<file path="src/rtl/regfile_exec_ctrl.sv">
// Execute/write-back controller in front of an 8-entry register file.
// Fetches operands through registered read indices, runs ALU or shift-add MUL, writes back one word.
module regfile_exec_ctrl #(
  parameter int WIDTH  = 16,
  parameter int IDX_W  = 3,
  parameter bit MUL_EN = 1'b1
) (
  input  logic             clk,
  input  logic             reset,
  input  logic [15:0]      instr,
  input  logic             instr_valid,
  output logic             instr_ready,
  output logic [IDX_W-1:0] a_index,
  output logic [IDX_W-1:0] b_index,
  input  logic [WIDTH-1:0] a_data,
  input  logic [WIDTH-1:0] b_data,
  output logic             we,
  output logic [IDX_W-1:0] c_index,
  output logic [WIDTH-1:0] d_input,
  output logic             zero,
  output logic             carry,
  output logic             illegal,
  output logic             busy
);

  // state  | meaning
  // S_IDLE | waiting for an instruction, instr_ready high
  // S_READ | read indices stable, register file settling
  // S_EXEC | operands sampled; single-cycle result or illegal pulse
  // S_MUL  | one shift-add step per cycle, WIDTH cycles
  // S_WB   | we pulse with c_index/d_input
  typedef enum logic [2:0] {
    S_IDLE,
    S_READ,
    S_EXEC,
    S_MUL,
    S_WB
  } state_t;

  localparam int CNT_W = (WIDTH > 1) ? $clog2(WIDTH) : 1;
  localparam logic [CNT_W-1:0] MUL_LAST = CNT_W'(WIDTH - 1);

  state_t           state_q;
  logic [15:0]      instr_q;
  logic [WIDTH-1:0] opa_q;
  logic [WIDTH-1:0] opb_q;
  logic [WIDTH-1:0] acc_q;
  logic [CNT_W-1:0] cnt_q;
  logic [IDX_W-1:0] a_index_q;
  logic [IDX_W-1:0] b_index_q;
  logic [IDX_W-1:0] c_index_q;
  logic [WIDTH-1:0] d_input_q;
  logic             we_q;
  logic             zero_q;
  logic             carry_q;
  logic             illegal_q;

  logic [3:0]       op;
  logic             op_nop;
  logic             op_mul;
  logic             op_illegal;
  logic [WIDTH:0]   sum;
  logic [WIDTH:0]   diff;
  logic [WIDTH-1:0] alu_res;
  logic             alu_carry;
  logic [WIDTH-1:0] acc_d;

  assign op         = instr_q[15:12];
  assign op_nop     = (op == 4'd0);
  assign op_mul     = (op == 4'd9) && MUL_EN;
  assign op_illegal = (op >= 4'd10) || ((op == 4'd9) && !MUL_EN);

  always_comb begin
    sum       = {1'b0, a_data} + {1'b0, b_data};
    diff      = {1'b0, a_data} - {1'b0, b_data};
    alu_res   = '0;
    alu_carry = 1'b0;
    case (op)
      4'd1: begin
        alu_res   = sum[WIDTH-1:0];
        alu_carry = sum[WIDTH];
      end
      4'd2: begin
        // the extra top bit of the difference is the unsigned borrow
        alu_res   = diff[WIDTH-1:0];
        alu_carry = diff[WIDTH];
      end
      4'd3:    alu_res = a_data & b_data;
      4'd4:    alu_res = a_data | b_data;
      4'd5:    alu_res = a_data ^ b_data;
      4'd6:    alu_res = a_data << instr_q[2:0];
      4'd7:    alu_res = a_data >> instr_q[2:0];
      4'd8:    alu_res = WIDTH'(instr_q[8:0]);
      default: alu_res = '0;
    endcase
  end

  assign acc_d = acc_q + (opb_q[0] ? opa_q : '0);

  always_ff @(posedge clk or posedge reset) begin
    if (reset) begin
      state_q   <= S_IDLE;
      instr_q   <= '0;
      opa_q     <= '0;
      opb_q     <= '0;
      acc_q     <= '0;
      cnt_q     <= '0;
      a_index_q <= '0;
      b_index_q <= '0;
      c_index_q <= '0;
      d_input_q <= '0;
      we_q      <= 1'b0;
      zero_q    <= 1'b0;
      carry_q   <= 1'b0;
      illegal_q <= 1'b0;
    end else begin
      we_q      <= 1'b0;
      illegal_q <= 1'b0;
      case (state_q)
        S_IDLE: begin
          if (instr_valid) begin
            instr_q   <= instr;
            a_index_q <= IDX_W'(instr[8:6]);
            b_index_q <= IDX_W'(instr[5:3]);
            state_q   <= S_READ;
          end
        end
        S_READ: begin
          illegal_q <= op_illegal;
          state_q   <= S_EXEC;
        end
        S_EXEC: begin
          opa_q <= a_data;
          opb_q <= b_data;
          if (op_illegal || op_nop) begin
            state_q <= S_IDLE;
          end else if (op_mul) begin
            acc_q   <= '0;
            cnt_q   <= MUL_LAST;
            state_q <= S_MUL;
          end else begin
            we_q      <= 1'b1;
            c_index_q <= IDX_W'(instr_q[11:9]);
            d_input_q <= alu_res;
            zero_q    <= (alu_res == '0);
            carry_q   <= alu_carry;
            state_q   <= S_WB;
          end
        end
        S_MUL: begin
          acc_q <= acc_d;
          opa_q <= opa_q << 1;
          opb_q <= opb_q >> 1;
          cnt_q <= cnt_q - CNT_W'(1);
          // last step goes straight to the write-back registers
          if (cnt_q == '0) begin
            we_q      <= 1'b1;
            c_index_q <= IDX_W'(instr_q[11:9]);
            d_input_q <= acc_d;
            zero_q    <= (acc_d == '0);
            carry_q   <= 1'b0;
            state_q   <= S_WB;
          end
        end
        S_WB: begin
          state_q <= S_IDLE;
        end
        default: begin
          state_q <= S_IDLE;
        end
      endcase
    end
  end

  assign instr_ready = (state_q == S_IDLE);
  assign busy        = (state_q != S_IDLE);
  assign a_index     = a_index_q;
  assign b_index     = b_index_q;
  assign c_index     = c_index_q;
  assign d_input     = d_input_q;
  assign we          = we_q;
  assign zero        = zero_q;
  assign carry       = carry_q;
  assign illegal     = illegal_q;

endmodule

</file>
<file path="config.mk">
export PLATFORM = sky130hd
export DESIGN_NAME = regfile_exec_ctrl
export DESIGN_NICKNAME = d
export VERILOG_FILES = /design/src/rtl/regfile_exec_ctrl.sv
export SDC_FILE = /design/constraint.sdc
export NUM_CORES = 1
export LEC_CHECK = 0
export CAP_MARGIN = 20
export CORE_MARGIN = 10
export CORE_UTILIZATION = 54
export DETAILED_ROUTE_END_ITERATION = 10
export GPL_ROUTABILITY_DRIVEN = 0
export PLACE_DENSITY = 0.84
export RECOVER_POWER = 25
export REMOVE_ABC_BUFFERS = 1
export SETUP_SLACK_MARGIN = 0.02
export SLEW_MARGIN = 20
export SYNTH_ARGS = -nofsm -noshare
export SYNTH_HDL_FRONTEND = slang
export SYNTH_SLANG_ARGS = --single-unit
</file>
<file path="constraint.sdc">
create_clock -name clk -period 3.25 [get_ports clk]
set_input_delay 0.325 -clock clk [delete_from_list [all_inputs] [get_ports clk]]
set_output_delay 0.325 -clock clk [all_outputs]
set_load 0.01 [all_outputs]
</file>
==> report_table.html <==
<table>
<tr><th>Metric</th><th>Value</th></tr>
<tr><th colspan="2">Clocking</th></tr>
<tr><td>CTS H-tree lvls</td><td>3</td></tr>
<tr><td>Buffer levels on the longest clock path</td><td>2</td></tr>
<tr><td>Total clock buffers created by CTS</td><td>9</td></tr>
<tr><td>Number of hold buffers added after cts</td><td>0</td></tr>
<tr><td>Clock Latency Late Sink</td><td>about 0.36 ns</td></tr>
<tr><td>CTS tree</td><td>built</td></tr>
<tr><td>Cell chosen for the clock root</td><td>sky130_fd_sc_hd__clkbuf_16</td></tr>
<tr><td>Reg clk slew, reported paths</td><td>0.07 ns</td></tr>
<tr><td>CTS Sinks</td><td>between 90 and 100</td></tr>
<tr><th colspan="2">Cells and area</th></tr>
<tr><td>Diodes inserted</td><td>0</td></tr>
<tr><td>Layout Cells excl Fill</td><td>between 1k and 1.5k</td></tr>
<tr><td>Final core utilization</td><td>0.701</td></tr>
<tr><td>Fillers</td><td>1211</td></tr>
<tr><td>Area of all sequential standard cells</td><td>2350 um^2</td></tr>
<tr><td>Share of final-layout standard cells stronger than drive strength 1</td><td>0.202</td></tr>
<tr><td>Area of the multi-input gates</td><td>6040 um^2</td></tr>
<tr><td>Net count of the finished layout</td><td>1342</td></tr>
<tr><td>Area growth, synth to finish</td><td>27.0%</td></tr>
<tr><th colspan="2">Worst hold path</th></tr>
<tr><td>Start point of the worst hold path</td><td>opb_q[7]$_DFFE_PP0P_</td></tr>
<tr><td>HP Class</td><td>flop to flop</td></tr>
<tr><td>Destination of the worst hold path</td><td>opb_q[7]$_DFFE_PP0P_</td></tr>
<tr><td>WHS Path Cells</td><td>2</td></tr>
<tr><th colspan="2">Floorplan</th></tr>
<tr><td>Row count</td><td>46</td></tr>
<tr><td>Starting Density</td><td>0.552</td></tr>
<tr><td>Top-level port count</td><td>82</td></tr>
<tr><td>Die width</td><td>148 um</td></tr>
<tr><td>Chip Height</td><td>between 100 and 150 um</td></tr>
<tr><td>Core Footprint</td><td>15900 um^2</td></tr>
<tr><td>DIE AREA</td><td>around 22000 um^2</td></tr>
<tr><th colspan="2">Synthesis</th></tr>
<tr><td>Post-synth top cells</td><td>sky130_fd_sc_hd__nand2_1, sky130_fd_sc_hd__dfrtp_1, sky130_fd_sc_hd__nor2_1, sky130_fd_sc_hd__o21ai_0, sky130_fd_sc_hd__ha_1</td></tr>
<tr><td>Cell type with the largest total area after synthesis</td><td>sky130_fd_sc_hd__dfrtp_1</td></tr>
<tr><td>Number of enable-type register cells in the synthesized netlist</td><td>0</td></tr>
<tr><td>Share of synthesized registers carrying an async set or reset</td><td>1.00</td></tr>
<tr><td>Mean instance size in the synthesized netlist</td><td>between 8 and 9 um^2</td></tr>
<tr><td>Synthesized area</td><td>a little under 9000 um^2</td></tr>
<tr><td>Primary FF master, synth</td><td>sky130_fd_sc_hd__dfrtp_1</td></tr>
<tr><td>Sequential cell area fraction in the yosys report</td><td>0.267</td></tr>
<tr><td>Cells taking the most area after synthesis</td><td>sky130_fd_sc_hd__dfrtp_1, sky130_fd_sc_hd__ha_1, sky130_fd_sc_hd__mux2i_1</td></tr>
<tr><td>Count of different cell masters after synthesis</td><td>82</td></tr>
<tr><td>Top-area cell type share of the netlist area</td><td>0.267</td></tr>
<tr><td>Post-synthesis instance total</td><td>between 1k and 1.5k</td></tr>
<tr><td>Register bit count reported by yosys</td><td>94</td></tr>
<tr><td>Total number of yosys warnings</td><td>0</td></tr>
<tr><td>Most frequently used cell type in the post-synthesis netlist</td><td>sky130_fd_sc_hd__nand2_1</td></tr>
<tr><th colspan="2">Power and ir drop</th></tr>
<tr><td>Power per cell area</td><td>between 800 and 900 nW/um^2</td></tr>
<tr><td>Reported net switching power</td><td>roughly 4.3 mW</td></tr>
<tr><td>Clk network pwr share</td><td>0.122</td></tr>
<tr><td>P_int</td><td>5.11 mW</td></tr>
<tr><td>Switching share of power</td><td>0.457</td></tr>
<tr><td>Fraction of power consumed by combinational cells</td><td>0.644</td></tr>
<tr><td>Worst vdd ir</td><td>approximately 0.43 mV</td></tr>
<tr><td>Static power due to leakage</td><td>5.02 nW</td></tr>
<tr><td>Power share of the sequential group</td><td>0.234</td></tr>
<tr><th colspan="2">Status</th></tr>
<tr><td>Run status</td><td>finished with violations</td></tr>
<tr><td>Failing checks</td><td>max-capacitance violations, max-slew violations, negative setup slack</td></tr>
<tr><th colspan="2">Timing</th></tr>
<tr><td>Relative max-transition margin</td><td>-0.494</td></tr>
<tr><td>Final count of pins violating max slew</td><td>60</td></tr>
<tr><td>Final setup violating endpoints</td><td>1</td></tr>
<tr><td>Summed negative setup slack over all endpoints</td><td>-0.0427 ns</td></tr>
<tr><td>Setup repair after global routing missed its margin</td><td>true</td></tr>
<tr><td>Post-layout worst setup margin</td><td>-0.0427 ns</td></tr>
<tr><td>Shortest clock period the worst path allows after layout</td><td>around 3.3 ns</td></tr>
<tr><td>Slew at the pin closest to its max-slew limit</td><td>2.24 ns</td></tr>
<tr><td>Post-route clock period utilization</td><td>1.01</td></tr>
<tr><td>Maximum clock frequency</td><td>roughly 300 MHz</td></tr>
<tr><td>Maximum clock skew at final layout</td><td>around 0.007 ns</td></tr>
<tr><td>Endpoints failing hold</td><td>0</td></tr>
<tr><th colspan="2">Global routing</th></tr>
<tr><td>Overflow left after global routing</td><td>0</td></tr>
<tr><td>All-layer global routing usage</td><td>0.259</td></tr>
<tr><td>Global-route wire length before repair</td><td>about 46 mm</td></tr>
<tr><td>Vias in the first global route</td><td>around 9.0k</td></tr>
<tr><td>Pin count of the biggest net entering global routing</td><td>65</td></tr>
<tr><td>Initial antenna violation count</td><td>0</td></tr>
<tr><th colspan="2">Detailed routing</th></tr>
<tr><td>Count of antenna-violating nets left after detailed routing</td><td>0</td></tr>
<tr><td>Total Routed Length</td><td>just under 30 mm</td></tr>
<tr><td>Number of remaining DRC errors</td><td>0</td></tr>
<tr><td>Routed via count divided by cell count</td><td>roughly 6.5</td></tr>
<tr><td>Average wire per standard cell</td><td>~20 um</td></tr>
<tr><td>Detailed-route via count</td><td>roughly 9.4k</td></tr>
<tr><td>Violation count after the first detailed-routing iteration</td><td>1256</td></tr>
<tr><td>First-pass iteration count of the detailed router</td><td>6</td></tr>
<tr><th colspan="2">Setup path</th></tr>
<tr><td>Worst setup slack for register-to-register paths</td><td>-0.04 ns</td></tr>
<tr><td>Endpoint kind of the worst setup timing path</td><td>flop</td></tr>
<tr><td>Launching element type of the critical path</td><td>flop</td></tr>
<tr><td>Arrival time at the worst endpoint</td><td>3.60 ns</td></tr>
<tr><td>Reg2reg path depth</td><td>13</td></tr>
<tr><td>Data required, critical path</td><td>around 3.6 ns</td></tr>
<tr><td>Maximum net fanout on the critical path</td><td>4</td></tr>
<tr><td>Category of the most critical setup path</td><td>flop to flop</td></tr>
<tr><td>Reg2reg end</td><td>zero$_DFFE_PP0P_</td></tr>
<tr><td>Reg-to-reg critical path startpoint</td><td>opb_q[0]$_DFFE_PP0P_</td></tr>
<tr><th colspan="2">Place</th></tr>
<tr><td>Number of port buffers</td><td>between 80 and 90</td></tr>
<tr><td>Post-detail-place hpwl</td><td>around 22 mm</td></tr>
<tr><td>Cell Count Post-Placement</td><td>between 1k and 1.5k</td></tr>
<tr><th colspan="2">Job</th></tr>
<tr><td>Reported max-cap violation count</td><td>1</td></tr>
</table>
==> layout by cell type (no fill, tap or decap), types with 5 or more instances in the layout <==
cell type and instances:
sky130_fd_sc_hd__buf_4 146, sky130_fd_sc_hd__nand2_1 104, sky130_fd_sc_hd__dfrtp_1 92, sky130_fd_sc_hd__nor2_1 89, sky130_fd_sc_hd__o21ai_0 86, sky130_fd_sc_hd__clkdlybuf4s50_1 80, sky130_fd_sc_hd__ha_1 66, sky130_fd_sc_hd__inv_1 63
sky130_fd_sc_hd__a21oi_1 55, sky130_fd_sc_hd__mux2i_1 48, sky130_fd_sc_hd__mux2_2 26, sky130_fd_sc_hd__nor3_1 20, sky130_fd_sc_hd__and2_1 18, sky130_fd_sc_hd__a211oi_1 15, sky130_fd_sc_hd__o211ai_1 14, sky130_fd_sc_hd__a22o_1 13
sky130_fd_sc_hd__nand3_1 13, sky130_fd_sc_hd__a21o_1 12, sky130_fd_sc_hd__nor2b_1 11, sky130_fd_sc_hd__nand2b_1 11, sky130_fd_sc_hd__mux4_2 11, sky130_fd_sc_hd__a22oi_1 9, sky130_fd_sc_hd__o21a_1 9, sky130_fd_sc_hd__nor4_1 9
sky130_fd_sc_hd__clkbuf_16 9, sky130_fd_sc_hd__a221oi_1 8, sky130_fd_sc_hd__nand4_1 7, sky130_fd_sc_hd__o22ai_1 7, sky130_fd_sc_hd__a31oi_1 7, sky130_fd_sc_hd__xnor2_1 6, sky130_fd_sc_hd__or3_1 6, sky130_fd_sc_hd__o21bai_1 6
sky130_fd_sc_hd__o221ai_1 6, sky130_fd_sc_hd__a221o_1 5, sky130_fd_sc_hd__nand3b_1 5
==> critical path: stages, from the launching register on <==
cell                       delay [ns]
sky130_fd_sc_hd__dfrtp_1         0.39
sky130_fd_sc_hd__and2_4          0.15
sky130_fd_sc_hd__ha_4            0.15
sky130_fd_sc_hd__fa_2            0.39
sky130_fd_sc_hd__a211oi_4        0.32
sky130_fd_sc_hd__o21ai_2         0.10
sky130_fd_sc_hd__a21o_1          0.23
sky130_fd_sc_hd__buf_6           0.14
sky130_fd_sc_hd__a21o_1          0.18
sky130_fd_sc_hd__xor2_1          0.18
sky130_fd_sc_hd__or4_4           0.54
sky130_fd_sc_hd__nor4_4          0.27
sky130_fd_sc_hd__nor2_1          0.11
sky130_fd_sc_hd__nand2_1         0.07
==> metal layers <==
metal  up-vias  GRT usage  share of wire
met3       155     0.0601           0.11
met4         0      0.124          0.052
li1       4192          -              -
met5         -          0              0
met1      4399      0.314           0.38
met2       620      0.424           0.47
==> worst max-delay path by stage <==
stage,startpoint,endpoint,slack (ns),cells after the start
after floorplan,state_q[0]$_DFFE_PP0P_,zero$_DFFE_PP0P_,-1.49,8
after global placement,a_data[10],d_input[15]$_DFFE_PP0P_,-0.25,12
after detailed placement,a_data[8],d_input[15]$_DFFE_PP0P_,-0.41,12
after CTS,a_data[8],d_input[15]$_DFFE_PP0P_,0.03,12
after global routing,opb_q[0]$_DFFE_PP0P_,zero$_DFFE_PP0P_,-0.16,13
final,opb_q[0]$_DFFE_PP0P_,zero$_DFFE_PP0P_,-0.04,13
==> stage by stage <==
stage          instance area [um^2]  worst slack (ns)  hold WS, ns  total power [mW]
4_1_cts                       11000            0.0346        0.471              9.05
5_1_grt                       11200            -0.158        0.504              9.95
3_3_place_gp                  10600            -0.250        0.463              7.57
3_5_place_dp                  10600            -0.415        0.470              7.79
2_1_floorplan                  8470             -1.49        0.442              5.53
6_report                      11200           -0.0427        0.480              9.41
==> power by group through the flow <==
| stage | Clock, mW | Combinational (mW) | Sequential, mW |
|---|---|---|---|
| floorplan | 0 | 3.15 | 2.38 |
| global placement | 0 | 5.41 | 2.16 |
| detailed placement | 0 | 5.59 | 2.20 |
| CTS | 1.15 | 5.72 | 2.18 |
| global route | 1.20 | 6.50 | 2.26 |
| finish | 1.15 | 6.06 | 2.20 |
==> flip-flops by register name, indices dropped and copies added (netlist names) <==
| signal | cells |
|---|---|
| instr_q | 16 |
| state_q | 3 |
| zero | 1 |
| c_index | 3 |
| we | 1 |
| d_input | 16 |
| carry | 1 |
| cnt_q | 4 |
| illegal | 1 |
| opa_q | 16 |
| opb_q | 16 |
| acc_q | 16 |
==> cell type report <==
cell class                      instances  area share
Multi-Input combinational cell        818       0.540
Tap cell                              216      0.0242
Clock buffer                           11      0.0226
Clock inverter                          5     0.00571
Timing Repair Buffer                  231       0.175
Sequential cell                        94       0.211
Inverter                               66      0.0222
==> cells by family after synthesis <==
group,share of synthesized area
DFF,0.267
muxes,0.122
and+or+nand+nor,0.189
AOI/OAI and AO/OA,0.243
adders and majority gates,0.104
buffers and inverters,0.0657
xor gates and xnor gates,0.00996
==> what timing repair did <==
action,in CTS,in global routing
resized for setup,7,26
pin swaps,5,18
endpoints found under the setup margin,2,4
cloned,0,0
setup buffers,2,6
(Power assumes the default switching activity.)
==> variant (same flow settings) <==
The parameter `MUL_EN` goes from 1'b1 to 1'b0.
--- a/src/rtl/regfile_exec_ctrl.sv
+++ b/src/rtl/regfile_exec_ctrl.sv
@@ -3,7 +3,7 @@
 module regfile_exec_ctrl #(
   parameter int WIDTH  = 16,
   parameter int IDX_W  = 3,
-  parameter bit MUL_EN = 1'b1
+  parameter bit MUL_EN = 1'b0
 ) (
   input  logic             clk,
   input  logic             reset,
Behaviour: not the same (a bounded check fails within 4 cycles, from zero or initial values and one cycle with reset high).
==> variant against the original RTL <==
- the run still ends with capacitance limit, slew limit, setup timing left
- synthesized cell count shrank 4.9%
- maximum frequency shrank 2.2%
- routed wire length shrank 6.6%
- sequential cell count is the same
- area after synthesis shrank 2.1%
- setup slack lost 75 ps
- global-route usage shrank 1.3 points
- cell area shrank 2.0%
- power shrank 3.5%
- critical path type is now in -> reg
- critical endpoint unchanged
- largest cell class unchanged
- highest routed layer unchanged
==> variant: results (changes against the original RTL) <==
Parameter                              Value

Yosys
  Fraction of the mapped netlist area in compound gates    21.4% (-2.8 points)
  Cells taking the most area after synthesis    dfrtp_1, ha_1, mux2i_1, nand2_1, o21ai_0
  Most numerous cell types in the synthesized netlist    nand2_1, dfrtp_1, o21ai_0, nor2_1, ha_1
  Synth Area in Adders    10.4% (+0.082 points)
  Share of cell area taken by muxes after synthesis    12.4% (+0.22 points)
  Area share of xor/xnor cells in the synthesized design    2.34% (+1.3 points)
  Post-synthesis sequential area ratio    27.3% (+0.59 points)

Worst hold path
  Worst Hold Path EP    c_index[2]$_DFFE_PP0P_

Timing
  Worst Slack Setup Final    -118 ps (-75.2 ps)
  Count of final max-slew check failures    41 (-32%)
  Final Hold Slack    467 ps (-12.9 ps)
  Final setup violation count    2 (+1)

Placement
  Post-detailed-placement half-perimeter wirelength    20100 µm (-7.0%)
  Pre-CTS WS    -399 ps (+15.8 ps)
  Total instance count after detailed placement    1381 (-2.5%)

Setup path
  Slowest stage cell, crit path    or4_1
  CP Data Arrival Time    3650 ps (+50 ps)

Finish
  # nets final    1298 (-3.3%)
  Total of fill cells in the finished design    1156 (-4.5%)

Run status
  Outcome    complete, but fails checks
  Violated checks    capacitance limit, slew limit, setup timing

Power
  Leakage power    5.07 nW (+0.92%)
  Maximum VDD drop    0.533 mV (+23%)

Detailed routing
  Vias per cell    6.39 (-1.7%)
  1st-iter DRT viols    1170 (-6.8%)

GRT
  First-pass GRT wire length    43800 µm (-5.0%)
  Aggregate global-route resource usage    24.5% (-1.3 points)

Job
  Max-capacitance violation count    1 (unchanged)
## variant: changes by cell type after synthesis, sizes merged, moves of 10 or more
cell / unedited run / this run
clkbuf: 40 / 30
mux2: 26 / 16
mux2i: 48 / 66
nand2: 104 / 118
nor2: 89 / 68
o21ai: 93 / 72
## variant: kinds of logic (layout without fill, tap and decap cells)
group	count (synthesis)	count (layout)
multiplexers	92	92
adder cells (fa/ha/maj)	70	70
AO/OA/AOI/OAI	266	266
buffers and inverters	129	312
XOR/XNOR	23	23
AND/OR/NAND/NOR	324	324
flip-flops	94	94
## variant: repair_timing
action,in CTS,in global routing
endpoints found under the setup margin,3,10
resized for setup,4,30
setup buffers,0,1
pin swaps,0,10
## variant: area by class of cell
| type | instances | share of cell area, % |
|---|---|---|
| clock buffer | 10 | 2.18 |
| clock inverter | 5 | 0.525 |
| inverter | 60 | 2.07 |
| multi-input combinational | 775 | 53.0 |
| sequential | 94 | 21.5 |
| tap | 216 | 2.47 |
| timing repair buffer | 237 | 18.3 |
## variant: where the power goes
| group | internal (mW) | switching (mW) | leakage, nW |
|---|---|---|---|
| clock network | 0.615 | 0.499 | 0.149 |
| logic | 2.70 | 3.07 | 3.77 |
| registers | 1.73 | 0.464 | 1.15 |
## variant: routing by layer
metal	GRT usage [%]	vias up	part of all wire (%)
li1	-	3975	-
met1	29.5	4160	38
met2	39.6	617	46
met3	6.37	173	11
met4	12.5	0	5.5
met5	0	-	0
## variant: critical path: cells and delay by family
kind                       cells  cell delay, ps
AOI/OAI and AO/OA              6            1560
adders and majority gates      1             190
buffers and inverters          3             720
and+or+nand+nor                3             850
## variant: per-stage QoR
stage	cell area (µm²)	power [mW]
after detailed placement	10500	7.67
final	11000	9.08
after floorplan	8210	5.30
after global placement	10500	7.47
after global routing	11000	9.62
after CTS	10800	8.83
